--- src/rtl/imem_loader.sv ---
// imem_loader: writer side of the CPU instruction memory.
// Accepts a byte stream (valid/ready), assembles 32-bit little-endian words
// and writes them to the instruction RAM. The CPU is held in reset while a
// load is in progress and is released only after a good image.
//
// Frame: LEN_LO, LEN_HI (N words), 4*N data bytes LSB first,
// [checksum byte when LOADER_CHECKSUM_EN is defined].
//
// Build option: `define LOADER_CHECKSUM_EN adds a trailing XOR checksum byte.
//
// Ports:
//   clk         in   system clock, rising edge
//   rst         in   asynchronous active-low reset
//   start       in   1-cycle pulse, begins a load (only honoured in IDLE)
//   byte_valid  in   source has byte_data available
//   byte_data   in   stream byte
//   byte_ready  out  loader accepts byte_data this cycle
//   mem_we      out  instruction RAM write enable
//   mem_addr    out  RAM word address
//   mem_wdata   out  RAM write word
//   cpu_rst     out  active-high CPU reset, high while loading / after a bad image
//   busy        out  load in progress
//   done        out  1-cycle pulse, load finished without error
//   err         out  sticky error flag, cleared by next start
module imem_loader #(
  parameter int unsigned ADDR_W = 8,
  parameter int unsigned DEPTH  = 256
) (
  input  logic              clk,
  input  logic              rst,
  input  logic              start,
  input  logic              byte_valid,
  input  logic [7:0]        byte_data,
  output logic              byte_ready,
  output logic              mem_we,
  output logic [ADDR_W-1:0] mem_addr,
  output logic [31:0]       mem_wdata,
  output logic              cpu_rst,
  output logic              busy,
  output logic              done,
  output logic              err
);

  localparam int unsigned LEN_W  = 16;
  localparam int unsigned WORD_W = 32;

  typedef enum logic [2:0] {
    IDLE,
    LEN0,
    LEN1,
    DATA,
    WRITE,
    DONE,
`ifdef LOADER_CHECKSUM_EN
    CHK,
`endif
    ERR
  } state_t;

  state_t              state_q;
  state_t              state_d;
  logic [7:0]          len_lo_q;
  logic [LEN_W-1:0]    len_q;
  logic [LEN_W-1:0]    wcnt_q;
  logic [1:0]          bidx_q;
  logic [ADDR_W-1:0]   addr_q;
  logic [WORD_W-1:0]   word_q;
  logic                accept_c;
  logic [LEN_W-1:0]    len_c;
  logic                ready_d;
`ifdef LOADER_CHECKSUM_EN
  logic [7:0]          xor_q;
`endif

  assign accept_c  = byte_valid && byte_ready;
  assign len_c     = {byte_data, len_lo_q};
  assign mem_addr  = addr_q;
  assign mem_wdata = word_q;

  // State register
  always_ff @(posedge clk or negedge rst) begin
    if (!rst) state_q <= IDLE;
    else      state_q <= state_d;
  end

  // Next-state logic and ready decode of the upcoming state
  always_comb begin
    state_d = state_q;
    ready_d = 1'b0;
    case (state_q)
      IDLE:  if (start) state_d = LEN0;
      LEN0:  if (accept_c) state_d = LEN1;
      LEN1: begin
        if (accept_c) begin
          if (len_c == '0)                    state_d = DONE;
          else if (len_c > LEN_W'(DEPTH))     state_d = ERR;
          else                                state_d = DATA;
        end
      end
      DATA:  if (accept_c && bidx_q == 2'd3) state_d = WRITE;
      WRITE: begin
        if (wcnt_q + LEN_W'(1) == len_q) begin
`ifdef LOADER_CHECKSUM_EN
          state_d = CHK;
`else
          state_d = DONE;
`endif
        end else begin
          state_d = DATA;
        end
      end
`ifdef LOADER_CHECKSUM_EN
      CHK:   if (accept_c) state_d = (byte_data == xor_q) ? DONE : ERR;
`endif
      DONE:  state_d = IDLE;
      ERR:   state_d = IDLE;
      default: state_d = IDLE;
    endcase

    case (state_d)
      LEN0, LEN1, DATA: ready_d = 1'b1;
`ifdef LOADER_CHECKSUM_EN
      CHK:              ready_d = 1'b1;
`endif
      default:          ready_d = 1'b0;
    endcase
  end

  // Registered outputs and datapath
  always_ff @(posedge clk or negedge rst) begin
    if (!rst) begin
      byte_ready <= 1'b0;
      mem_we     <= 1'b0;
      done       <= 1'b0;
      busy       <= 1'b0;
      cpu_rst    <= 1'b0;
      err        <= 1'b0;
      len_lo_q   <= '0;
      len_q      <= '0;
      wcnt_q     <= '0;
      bidx_q     <= '0;
      addr_q     <= '0;
      word_q     <= '0;
`ifdef LOADER_CHECKSUM_EN
      xor_q      <= '0;
`endif
    end else begin
      byte_ready <= ready_d;
      mem_we     <= (state_d == WRITE);
      done       <= (state_d == DONE);
      busy       <= (state_d != IDLE) && (state_d != DONE) && (state_d != ERR);

      if (state_q == IDLE && start) begin
        cpu_rst <= 1'b1;
        err     <= 1'b0;
        addr_q  <= '0;
        wcnt_q  <= '0;
        bidx_q  <= '0;
`ifdef LOADER_CHECKSUM_EN
        xor_q   <= '0;
`endif
      end
      // cpu_rst deliberately holds after ERR so a bad image never runs
      if (state_d == DONE) cpu_rst <= 1'b0;
      if (state_d == ERR)  err     <= 1'b1;

      if (state_q == LEN0 && accept_c) len_lo_q <= byte_data;
      if (state_q == LEN1 && accept_c) len_q    <= len_c;

      if (state_q == DATA && accept_c) begin
        word_q[{bidx_q, 3'b000} +: 8] <= byte_data;
        bidx_q <= bidx_q + 2'd1;
`ifdef LOADER_CHECKSUM_EN
        xor_q  <= xor_q ^ byte_data;
`endif
      end

      if (state_q == WRITE) begin
        addr_q <= addr_q + ADDR_W'(1);
        wcnt_q <= wcnt_q + LEN_W'(1);
      end
    end
  end

endmodule

--- config.mk ---
export PLATFORM = sky130hd
export DESIGN_NAME = imem_loader
export DESIGN_NICKNAME = d
export VERILOG_FILES = /design/src/rtl/imem_loader.sv
export SDC_FILE = /design/constraint.sdc
export NUM_CORES = 1
export LEC_CHECK = 0
export CELL_PAD_IN_SITES_DETAIL_PLACEMENT = 2
export CELL_PAD_IN_SITES_GLOBAL_PLACEMENT = 2
export CORE_AREA = 5 5 118 120
export CTS_BUF_LIST = sky130_fd_sc_hd__clkbuf_8
export CTS_CLUSTER_DIAMETER = 30
export DETAILED_ROUTE_END_ITERATION = 6
export DIE_AREA = 0 0 123 125
export PLACE_DENSITY = 0.82
export SKIP_CTS_REPAIR_TIMING = 1
export SLEW_MARGIN = 0
export SYNTH_ARGS = -nofsm -noshare
export SYNTH_HDL_FRONTEND = slang
export SYNTH_SLANG_ARGS = --single-unit
--- constraint.sdc ---
create_clock -name clk -period 2.7 [get_ports clk]
set_clock_uncertainty 0.1 [all_clocks]
set_input_delay 0.27 -clock clk [delete_from_list [all_inputs] [get_ports clk]]
set_output_delay 0.27 -clock clk [all_outputs]
set_load 0.1 [all_outputs]
== After elaboration in Yosys (flattened, before gate mapping) ==
Cells that the tools add are included.
W data, S select, Z words.
Word-level totals
  register bits: 91
  output and inout port bits: 46
Cells by class
  $add $sub $neg: 4
  order comparisons: 1
  equality and inequality tests: 14
  shifts and indexed selects: 2
  muxes and demuxes: 20
  reduce and logical (&&, ||, !) cells: 16
Operators with widths (count)
  $bwmux W32: 1
  $mux W16: 2
  $shift A8 B7 Y32 const A: 1
  $shiftx A8 B7 Y32: 1
  $mux W3: 7
  $add A16 B1 Y16 const B: 1
  $eq A16 B16 Y1: 1
  $gt A16 B9 Y1 const B: 1
  $logic_not A16 Y1: 1
  $mux W8: 2
  $pmux W3 S5: 1
  $eq A3 B2 Y1 const B: 4
  $eq A3 B3 Y1 const B: 4
  $add A8 B1 Y8 const B: 1
  $logic_and A1 B1 Y1: 8
  $reduce_bool A2 Y1: 4
  $neg A5 Y7: 1
  $eq A3 B1 Y1 const B: 2
  $ne A3 B3 Y1 const B: 2
  $mux W1: 5
  $mux W2: 2
  $logic_not A3 Y1: 1
  $reduce_bool A3 Y1: 1
  $reduce_or A3 Y1: 1
  2 further kinds: 2

== Longest topological paths before layout ==
  depth after elaboration: 8
  mapped depth: 8
  gate-level depth less buffers: 7

== Worst setup path before layout ==
Ideal clock, no wire load.
  kind: flip-flop to flip-flop
  start point: register byte_ready
  end point: register cpu_rst
  setup time: 0.148 ns
  arrival: 2.437 ns
  data required time: 2.452 ns
  path slack: 0.015 ns
  stages on the path, launching flop included: 7
  period minus slack after synthesis: 2.685 ns
  cell sequence: dfrtp_1 -> nand2_1 -> or3_1 -> buf_2 -> o311ai_1 -> a21boi_0 -> a221oi_1
On the way
  cells in the longest elaborated chain, start to end: 6
  elaborated cells on any way between the ends: 9
  those cells by class: eq/ne: 1; mux: 5; reduce/logical: 3
RTL lines
  start: declaration: RTL line 34  | output logic byte_ready,
  start signal: assignment: RTL line 148  | byte_ready <= ready_d;
  $logic_and A1 B1 Y1 (*): RTL line 75  | assign accept_c = byte_valid && byte_ready;
  $logic_and A1 B1 Y1: RTL line 100  | DATA: if (accept_c && bidx_q == 2'd3) state_d = WRITE;
  $mux W3: RTL line 100
  $pmux W3 S5 (*): RTL line 90  | case (state_q)
  via state_d[0]: RTL line 61  | state_t state_d;
  $eq A3 B3 Y1 (*): RTL line 164  | if (state_d == DONE) cpu_rst <= 1'b0;
  $mux W1 / $reduce_bool A2 Y1 (equally long branches)
  end signal: assignment: RTL line 136  | cpu_rst <= 1'b0;
  end signal: assignment: RTL line 154  | cpu_rst <= 1'b1;
  end signal: assignment: RTL line 164
  end: declaration: RTL line 38  | output logic cpu_rst,
The timed path passes the listed nets; every way through them passes the cells marked *.
A chain may end at the register's enable or synchronous reset.

== Worst setup path after layout ==
  start point: register wcnt_q[0]
  end point: register cpu_rst
On the way
  cells in the longest elaborated chain, start to end: 6
  elaborated cells on any way between the ends: 7
  those cells by class: add/sub: 1; eq/ne: 2; mux: 3; reduce/logical: 1
RTL lines
  start: declaration: RTL line 64  | logic [LEN_W-1:0] wcnt_q;
  start signal: assignment: RTL line 180  | wcnt_q <= wcnt_q + LEN_W'(1);
  $add A16 B1 Y16 (*): RTL line 102  | if (wcnt_q + LEN_W'(1) == len_q) begin
  $eq A16 B16 Y1 (*): RTL line 102
  $mux W3 (*): RTL line 102
  $pmux W3 S5 (*): RTL line 90
  $eq A3 B3 Y1 (*): RTL line 164
  $mux W1 / $reduce_bool A2 Y1 (equally long branches)
Mark *: on every way between the ends. The rest lies on a longest branch, timed or not.

==> flow_summary.json <==
{
  "dpl_cell_area_mm2": 0.00527,
  "syn_nets": 467,
  "p_total_mw": 5.84,
  "worstPathRequired_ns": 2.84,
  "seq_area_frac_synth_pct": 51.3,
  "drive_gt1_share_pct": 24.7,
  "place.gp.congestion": 0.816,
  "crit_buf_inv": 1,
  "cts_max_path_buffers": 2,
  "cp_slowest_cell": "or4_4",
  "worstSkewPairLatency_ns": 0.39,
  "min_period_ns": 2.60,
  "wl_met3_um": 568,
  "port_buffers": 57,
  "crit_fanout": 8,
  "grt_pass1_wl_um": 23300,
  "vias": 3771,
  "setup-violations-final": 0,
  "final_cell_mix": "nand2_1 (92), dfrtp_1 (90), buf_4 (76), o21ai_0 (63), mux2_2 (25)",
  "critPathTopFamily": "simple AND/OR/NAND/NOR gates",
  "worst_pin_slew_ns": 0.557,
  "finalMaxSlewViolations": 0,
  "synth_top_area_cell": "dfrtp_1",
  "worstSetupEndpointType": "register",
  "ir_drop_mv": 0.804,
  "p_sw_share_pct": 48.4,
  "finalHoldWorstSlack_ns": 0.288,
  "die_area_mm2": 0.0154,
  "leakagePower_nw": 2.44,
  "coreArea_mm2": 0.0129,
  "instances_no_fill": 711,
  "pwr-share-clk_pct": 16.5,
  "hold_viol_final": 0,
  "ys_seq_elements": 91,
  "crit_path_start_kind": "register",
  "numCtsBuffers": 9,
  "post-dp-hpwl_um": 10300,
  "die_h_um": 125,
  "nNetsFinal": 549,
  "num_rows": 42,
  "vias_per_cell": 5.30,
  "stdcell_area_mm2": 0.00549,
  "h-tree-depth": 3,
  "layout_commonest_cell": "nand2_1",
  "drc_errors": 0,
  "first_pass_iters": 4,
  "antenna_found_initial": 0,
  "yosysTopAreaCellShare_pct": 51.3,
  "overflow": 0,
  "wl_met1_um": 5890,
  "syn_area_mm2": 0.00444,
  "cts.sink_count": 91,
  "yosysWarnings": 0,
  "ant_nets": 0,
  "syn2layout_area_growth_pct": 23.6,
  "syn_inst": 448,
  "first_global_vias": 4362,
  "reg2reg_slack_ns": 0.1,
  "outcome": "finished clean",
  "met2_wirelength_um": 7360,
  "grt_max_degree": 58,
  "setup_tns_ns": 0,
  "grt_setup_unrepaired": "false",
  "die_w_um": 123,
  "dp.cells": 693,
  "seq_power_share_pct": 35.8,
  "power.density_mw_per_mm2": 1060,
  "p_int_mw": 3.01,
  "io_pins": 58,
  "antennaDiodeCount": 0,
  "drt_wl_total_um": 14000,
  "synth_cell_types": 52,
  "initial_core_util_pct": 34.5,
  "avgRoutedWirePerCell_um": 19.8,
  "hp-class": "in -> async",
  "dr.max_layer_used": "met4",
  "arrival_ns": 2.75,
  "cts_tree": "built",
  "cts_root_buffer": "clkbuf_8",
  "final_core_util_pct": 42.6,
  "grt_usage_pct": 19.4,
  "dp_slack_ns": -0.0813,
  "path_cells": "ha_2 -> and4_1 -> a21oi_1 -> nand4b_1 -> or4_4 -> nor4_4 -> buf_4 -> a221oi_1",
  "p_switching_mw": 2.83,
  "max_stage_delay_ns": 0.53,
  "drt_iter0_drc": 135,
  "finalCritPeriodShare_pct": 96.4,
  "maxCapViolCount": 0,
  "path_class": "reg -> reg",
  "p_comb_share_pct": 47.7,
  "synth_area_leaders": "dfrtp_1 (51%), nand2_1 (7.8%), o21ai_0 (7.2%), mux2_2 (6.3%), xnor2_1 (2.2%)",
  "fmax_mhz": 384,
  "synth.avg_cell_area_um2": 9.91,
  "max_slew_margin_pct": 62.8,
  "clk_pin_slew_worst_paths_ns": 0.10,
  "fin_ws_ns": 0.0979
}
-- path summary, 6_finish.rpt --
path | cells past startpoint | startpoint | to
max | 8 | wcnt_q[0]$_DFFE_PN0P_ | cpu_rst$_DFFE_PN0P_
max reg2reg | 8 | wcnt_q[0]$_DFFE_PN0P_ | cpu_rst$_DFFE_PN0P_
min reg2reg | 2 | err$_DFFE_PN0P_ | err$_DFFE_PN0P_
max in group asynchronous | 3 | rst | mem_wdata[22]$_DFFE_PN0P_
min in group clk | 2 | err$_DFFE_PN0P_ | err$_DFFE_PN0P_
min | 2 | rst | wcnt_q[9]$_DFFE_PN0P_
-- kinds of logic after synthesis --
group | Yosys count | synth area share [%]
buf+inv | 23 | 2.28
fa+ha+maj | 7 | 1.97
compound gates | 104 | 13.9
xor+xnor | 21 | 4.14
mux | 26 | 6.57
flops | 91 | 51.3
simple gates | 176 | 19.9
-- worst reg2reg max path, delay by kind of cell, from the launching register on --
kind / cells / cell delay, ns
flip-flops: 1 / 0.38
buffers and inverters: 1 / 0.19
adder cells (fa/ha/maj): 1 / 0.27
AND/OR/NAND/NOR: 4 / 1.33
AO/OA/AOI/OAI: 2 / 0.20
-- cell type report --
| cell class | instances | area (um2) |
|---|---|---|
| fill | 1407 | 7390 |
| clock inverter | 7 | 70.1 |
| timing repair buffer | 88 | 701 |
| sequential | 91 | 2280 |
| multi-input combinational | 334 | 2070 |
| clock buffer | 9 | 124 |
| inverter | 6 | 22.5 |
| tap | 176 | 220 |
-- power by group through the flow --
stage          sequential (mW)  clock (mW)  combinational, mW
2_1_floorplan             3.03           0               1.00
3_3_place_gp              2.07           0               2.67
3_5_place_dp              2.11           0               2.79
4_1_cts                   2.09       0.994               2.81
5_1_grt                   2.15        1.06               2.97
6_report                  2.09       0.961               2.78
-- cell usage after synthesis (all sizes together) --
| cell type | n |
|---|---|
| o22ai | 1 |
| nor3b | 4 |
| nor2b | 4 |
| a21boi | 2 |
| mux2i | 1 |
| buf | 7 |
| inv | 6 |
| a22o | 2 |
| mux2 | 25 |
| o41ai | 2 |
| nand4b | 1 |
| a21o | 1 |
| nor4 | 6 |
| a21oi | 4 |
| xor2 | 10 |
| and4 | 2 |
| xnor2 | 11 |
| nand2b | 2 |
| a221oi | 1 |
| and3 | 6 |
| nor2 | 16 |
| or3 | 5 |
| ha | 7 |
| o311a | 1 |
| a31oi | 4 |
| a311oi | 1 |
| o31ai | 10 |
| o21ai | 67 |
| nor3 | 8 |
| or4 | 1 |
| or2 | 2 |
| clkbuf | 10 |
| o311ai | 2 |
| nand2 | 92 |
| nand3 | 18 |
| dfrtp | 91 |
| o211ai | 3 |
| o21a | 2 |
| a21bo | 1 |
| nand4 | 9 |
-- metal layers --
layer	vias to the layer above	GRT usage, %
met5	-	0
met1	1936	23.0
li1	1750	-
met3	17	5.01
met2	68	33.8
met4	0	6.51
-- state kept, by name, indices dropped and copies added, names as in the netlist --
name        count
busy            1
byte_ready      1
len_lo_q        8
err             1
mem_addr        8
mem_wdata      32
bidx_q          2
state_q         3
cpu_rst         1
mem_we          1
len_q          16
done            1
wcnt_q         16
No activity file was read; power rests on OpenSTA's default activity.
